==> config.mk <==
export PLATFORM = sky130hd
export DESIGN_NAME = bit_population_counter_pipe
export DESIGN_NICKNAME = d
export VERILOG_FILES = /design/src/rtl/bit_population_counter_pipe.sv
export SDC_FILE = /design/constraint.sdc
export NUM_CORES = 1
export LEC_CHECK = 0
export CAP_MARGIN = 20
export CORE_UTILIZATION = 43
export CTS_CLUSTER_DIAMETER = 60
export DETAILED_ROUTE_END_ITERATION = 10
export PLACE_DENSITY = 0.78
export SYNTH_ARGS = -nofsm -noshare
export SYNTH_HDL_FRONTEND = slang
export SYNTH_SLANG_ARGS = --single-unit
==> constraint.sdc <==
create_clock -name clk_i -period 1.7 [get_ports clk_i]
set_input_delay 0.34 -clock clk_i [delete_from_list [all_inputs] [get_ports clk_i]]
set_output_delay 0.34 -clock clk_i [all_outputs]
set_load 0.005 [all_outputs]
==> src/rtl/bit_population_counter_pipe.sv <==
// ============================================================================
// Module      : bit_population_counter_pipe
// Description : Pipelined masked ones/zeros population counter with a
//               registered adder tree and full-pipeline backpressure.
// Revision    : 1.0 - initial release
// ============================================================================
`default_nettype none

module bit_population_counter_pipe #(
    parameter int WIDTH = 64,
    parameter int CHUNK = 16
) (
    input  logic                   clk_i,
    input  logic                   arst_i,
    input  logic [WIDTH-1:0]       data_i,
    input  logic [WIDTH-1:0]       mask_i,
    input  logic                   mode_i,
    input  logic                   data_val_i,
    output logic                   data_ready_o,
    output logic [$clog2(WIDTH):0] data_o,
    output logic                   data_val_o,
    input  logic                   data_ready_i
);

    localparam int N  = (WIDTH + CHUNK - 1) / CHUNK;
    localparam int T  = $clog2(N);
    localparam int CW = $clog2(CHUNK) + 1;
    localparam int SW = CW + T;
    localparam int OW = $clog2(WIDTH) + 1;

    // Every tree level shares one storage width; entries past a level's node
    // count stay zero.
    logic [SW-1:0]    lvl_q [0:T][0:N-1];
    logic [SW-1:0]    lvl_d [0:T][0:N-1];
    logic [T:0]       vld_q;
    logic [T:0]       vld_d;
    logic [WIDTH-1:0] eff;
    logic             stall;

    function automatic int nodes(input int lvl);
        return (N + (1 << lvl) - 1) >> lvl;
    endfunction

    assign eff          = mask_i & (data_i ^ {WIDTH{mode_i}});
    assign stall        = vld_q[T] & ~data_ready_i;
    assign data_ready_o = ~stall;
    assign data_val_o   = vld_q[T];
    assign data_o       = OW'(lvl_q[T][0]);

    always_comb begin
        logic [SW-1:0] acc;
        int            idx;
        int            a_idx;
        int            b_idx;
        for (int l = 0; l <= T; l++) begin
            for (int i = 0; i < N; i++) begin
                lvl_d[l][i] = '0;
            end
        end
        acc = '0;
        // Indices beyond WIDTH belong to the short last chunk and never count.
        for (int k = 0; k < N; k++) begin
            acc = '0;
            for (int b = 0; b < CHUNK; b++) begin
                idx = k * CHUNK + b;
                if (idx < WIDTH) begin
                    acc = acc + SW'(eff[(idx < WIDTH) ? idx : 0]);
                end
            end
            lvl_d[0][k] = acc;
        end
        for (int l = 0; l < T; l++) begin
            for (int i = 0; i < N; i++) begin
                a_idx = (2 * i < N) ? 2 * i : 0;
                b_idx = (2 * i + 1 < N) ? 2 * i + 1 : 0;
                if (i < nodes(l + 1)) begin
                    if (2 * i + 1 < nodes(l)) begin
                        lvl_d[l + 1][i] = lvl_q[l][a_idx] + lvl_q[l][b_idx];
                    end else begin
                        lvl_d[l + 1][i] = lvl_q[l][a_idx];
                    end
                end
            end
        end
        vld_d[0] = data_val_i;
        for (int l = 1; l <= T; l++) begin
            vld_d[l] = vld_q[l - 1];
        end
    end

    always_ff @(posedge clk_i or posedge arst_i) begin
        if (arst_i) begin
            for (int l = 0; l <= T; l++) begin
                for (int i = 0; i < N; i++) begin
                    lvl_q[l][i] <= '0;
                end
            end
            vld_q <= '0;
        end else if (!stall) begin
            lvl_q <= lvl_d;
            vld_q <= vld_d;
        end
    end

endmodule

`default_nettype wire
# --- Word level (Yosys, flattened, before mapping) ---
# Cells that the tools add are included.
word_totals:
  register_bits: 52
  in_bits: 133
  wordCells: 76
classes:
  add_sub_neg: 63
  bitwise_logic: 5
ops:
  columns: ["cell", "n"]
  rows:
  - ["$add 7x1->7", 36]
  - ["$and 64x64->64", 1]
  - ["$xor 64x64->64", 1]
  - ["$add 6x1->7", 4]
  - ["$add 5x1->6", 4]
  - ["$add 7x7->7", 3]
  - ["$add 4x1->5", 4]
  - ["$add 3x1->4", 4]
  - ["$add 2x1->3", 4]
  - ["$add 1x1->2", 4]
  - ["$not 1->1", 2]
  - ["$and 1x1->1", 1]

# --- Longest topological paths before layout ---
depth:
  word_depth: 17
  mapped_depth: 17

# --- Least setup slack after synthesis ---
# OpenSTA, ideal clock, no wires.
synth_timing:
  path_type: "input port to flip-flop"
  start: "in mode_i"
  end: "reg lvl_q[60] in the netlist's numbering"
  t_arrival_ps: 4012
  path_slack_ps: -2395
  cell_stages: 15
  path_buffers: 2
  cell_sequence: "buf_2 > buf_2 > xor2_1 > nand2_1 > fa_1 > fa_1 > fa_1 > inv_1 > fa_1 > ha_1 > inv_1 > fa_1 > nor2b_1 > o21ai_0 > o21ai_0"
synth_between:
  elab_chain_cells: 17
synth_rtl:
  columns: ["item", "line", "text"]
  rows:
  - ["start, declared", "17", "input logic mode_i,"]
  - ["$xor 64x64->64 *", "44", "assign eff = mask_i & (data_i ^ {WIDTH{mode_i}});"]
  - ["$and 64x64->64 *", "44", null]
  - ["$add 1x1->2", "67", "acc = acc + SW'(eff[(idx < WIDTH) ? idx : 0]);"]
  - ["$add 2x1->3", "67", null]
  - ["$add 3x1->4", "67", null]
  - ["$add 4x1->5", "67", null]
  - ["$add 5x1->6", "67", null]
  - ["$add 6x1->7", "67", null]
  - ["$add 7x1->7 (8 in series)", "67", null]
  - ["$add 7x1->7 *", "67", null]
  - ["end signal, assigned", "100", "lvl_q <= lvl_d;"]
  - ["end, declared", "33", "logic [SW-1:0] lvl_q [0:T][0:N-1];"]
# Mark *: on every way between the ends. The rest lies on a longest branch, timed or not.
# A chain may end at the register's enable or synchronous reset.

# --- Worst setup path after layout ---
layout_timing:
  start: "in mode_i"
  end: "reg lvl_q[74] in the netlist's numbering"
# The elaborated chain is that of the path after synthesis.

==> flow_summary.yaml <==
final_layout:
  finalNetCount: 873
  area_growth_pct: 48.57
  nFillCells: 784
  antenna_cells: 0
  utilization_pct: 66.46
  final_cell_mix: "clkdlybuf4s50_1, nand2_1, xor2_1, inv_1, dfrtp_1"
  final_common_cell: "clkdlybuf4s50_1"
  drive_above_1_share_pct: 16.77
routing:
  antenna_left: 0
  wire_per_inst_um: 12.46
  viasPerCell: 4.665
  drt_iter0_markers: 111
  drc: 0
  dr_total_vias: 3709
  wl_um: 9908
  first_pass_iters: 4
cts:
  clock_latency_ns: 0.30
  clock_path_buffers: 2
  clock-root-buffer: "clkbuf_8"
  cts-buffers-inserted: 5
  path_clk_slew_ns: 0.08
  hold_buffers: 0
  cts_tree: "built"
  htree_num_levels: 2
  cts_num_sinks: 42
pwr:
  power_uw: 8086
  power.density_nw_per_um2: 1233
  peakVddDrop_mv: 0.6857
  leakage_uw: 0.003227
grt:
  antenna_found_initial: 0
  gr-total-overflow: 0
  grt_pass1_wl_um: 15480
  first_global_vias: 3699
  track_usage_pct: 18.66
  grt_start_max_net_pins: 43
logic_synthesis:
  ys_types: 26
  syn-num-nets: 702
  syn_inst: 490
  post-synth-top-area-cell: "dfrtp_1"
  syn_area_per_cell_um2: 9.006
  yosysWarnings: 0
  synth.area.top_cells: "dfrtp_1, fa_1, xor2_1"
  syn_area_um2: 4413
  seq_area_frac_synth_pct: 23.82
  synth_top_area_share_pct: 23.82
  synth-seq-cells: 42
critical_path:
  path_class: "input port to register"
  startpoint_type: "input port"
  reg2reg_from: "lvl_q[77]$_DFFE_PP0N_"
  endpoint_kind: "register"
  cp_max_fo: 8
  rr_worst_depth: 7
  r2r_slack_ns: -0.02
  cp.arrival_ns: 4.02
  r2r_end: "lvl_q[53]$_DFFE_PP0N_"
  cp_data_required_time_ns: 1.93
timing:
  fmax_mhz: 264.4
  fin_ws_ns: -2.082
  slew_viol_final: 0
  fin_crit_ns: 3.782
  finClkSkew_ns: 0.006101
  holdWs_ns: 0.4026
  worstMarginPinSlew_ns: 0.4371
  slew-limit-headroom_pct: 70.86
  setup_viol: 21
  finalHoldViolCount: 0
  rsz0062_at_grt: "yes"
  finalCritPeriodShare_pct: 222.5
run_status:
  status: "finished with violations"
  violations: "negative setup slack"
floorplanning:
  die_h_um: 103.3
  die_x_um: 103.3
  io_pins: 142
  dieArea_um2: 10670
  initial_core_util_pct: 44.74
  row_count: 36
  coreArea_um2: 9864
worst_hold_path:
  hold_class: "input port to asynchronous set/reset pin"
placed_design:
  routabilityCongestion: 0.7645
  dp_hpwl_um: 7916
  place_ws_ns: -2.572
  port_buffers: 141
job:
  maxCapViolCount: 0
[cells in the mapped netlist]
cell type / number
or3_1: 2
nor2_1: 17
a31o_1: 2
inv_1: 63
buf_4: 12
nand2_1: 88
clkbuf_1: 4
o21a_1: 3
a21oi_1: 20
fa_1: 43
xor2_1: 73
and2_1: 23
a22o_1: 2
and2_2: 1
a21o_1: 8
o31ai_1: 2
xnor2_1: 2
o31a_1: 1
a211oi_1: 4
o211ai_1: 1
nand2b_1: 1
ha_1: 36
dfrtp_1: 42
o21ai_0: 26
buf_2: 7
nor2b_1: 7
[how the worst max path moves through the flow]
| stage | from | endpoint | slack, ns | cells past startpoint |
|---|---|---|---|---|
| after detailed placement | data_i[32] | lvl_q[67]$_DFFE_PP0N_ | -2.57 | 14 |
| final | mode_i | lvl_q[74]$_DFFE_PP0N_ | -2.08 | 16 |
| after floorplan | mode_i | lvl_q[67]$_DFFE_PP0N_ | -2.11 | 15 |
| after CTS | mode_i | lvl_q[67]$_DFFE_PP0N_ | -2.14 | 17 |
| after global routing | mode_i | lvl_q[74]$_DFFE_PP0N_ | -2.23 | 16 |
| after global placement | data_i[32] | lvl_q[67]$_DFFE_PP0N_ | -2.45 | 14 |
[metrics by stage]
stage               instances  TNS (ns)  instance area [um^2]
global placement          764    -45.66                  6150
global route              795    -40.14                  6556
detailed placement        764    -47.22                  6150
floorplan                 490    -39.69                  4553
finish                    795    -37.78                  6556
CTS                       788    -38.38                  6439
[routing by layer]
| layer | share of wire, % | track usage, % |
|---|---|---|
| met1 | 38 | 20.21 |
| met2 | 56 | 36.72 |
| met3 | 4.2 | 3.293 |
| met4 | 1.7 | 5.634 |
| met5 | 0 | 0 |
[flip-flops by register name, summed over array words and instances (netlist names)]
| name | cells |
|---|---|
| lvl_q | 32 |
| data_o | 7 |
| vld_q | 3 |
[kinds of logic (layout without fill, tap and decap cells)]
kind of cell | after synthesis | after routing | synth area share, %
buffers and inverters | 86 | 258 | 8.534
adders and majority gates | 79 | 79 | 29.71
xor gates and xnor gates | 75 | 75 | 14.89
and+or+nand+nor | 139 | 139 | 13.78
DFF | 42 | 42 | 23.82
AOI/OAI and AO/OA | 69 | 69 | 9.272
[critical path, cell delays in order]
cell and delay [ns]:
buf_12 0.11, buf_12 0.13, buf_6 0.12, xor2_1 0.15
nand2_1 0.11, fa_1 0.56, fa_1 0.46, fa_2 0.59
inv_2 0.04, fa_2 0.53, ha_4 0.14, inv_2 0.04
fa_2 0.38, nor2b_1 0.12, o21ai_1 0.06, o21ai_1 0.12
[report_power, final]
part	internal [uW]	leakage (uW)	switching [uW]
logic	2990	0.00266	2680
clock network	326	0.0000472	352
registers	1460	0.000520	280
[timing repair]
item                                    in CTS  in global routing
endpoints found under the hold margin        0                  0
cloned                                       2                  0
gates resized for setup                     75                 27
endpoints found under the setup margin      23                 25
setup buffers                               14                  7
pin swaps                                  108                 53
[final cells by class]
cell class,count,area (um^2),area share (%)
tap,133,166.4,2.538
clock inverter,2,12.51,0.1908
clock buffer,6,82.58,1.260
inverter,63,236.5,3.607
multi-input combinational,362,3164,48.26
sequential,42,1051,16.03
timing repair buffer,187,1843,28.11
No activity file was read; power rests on OpenSTA's default activity.
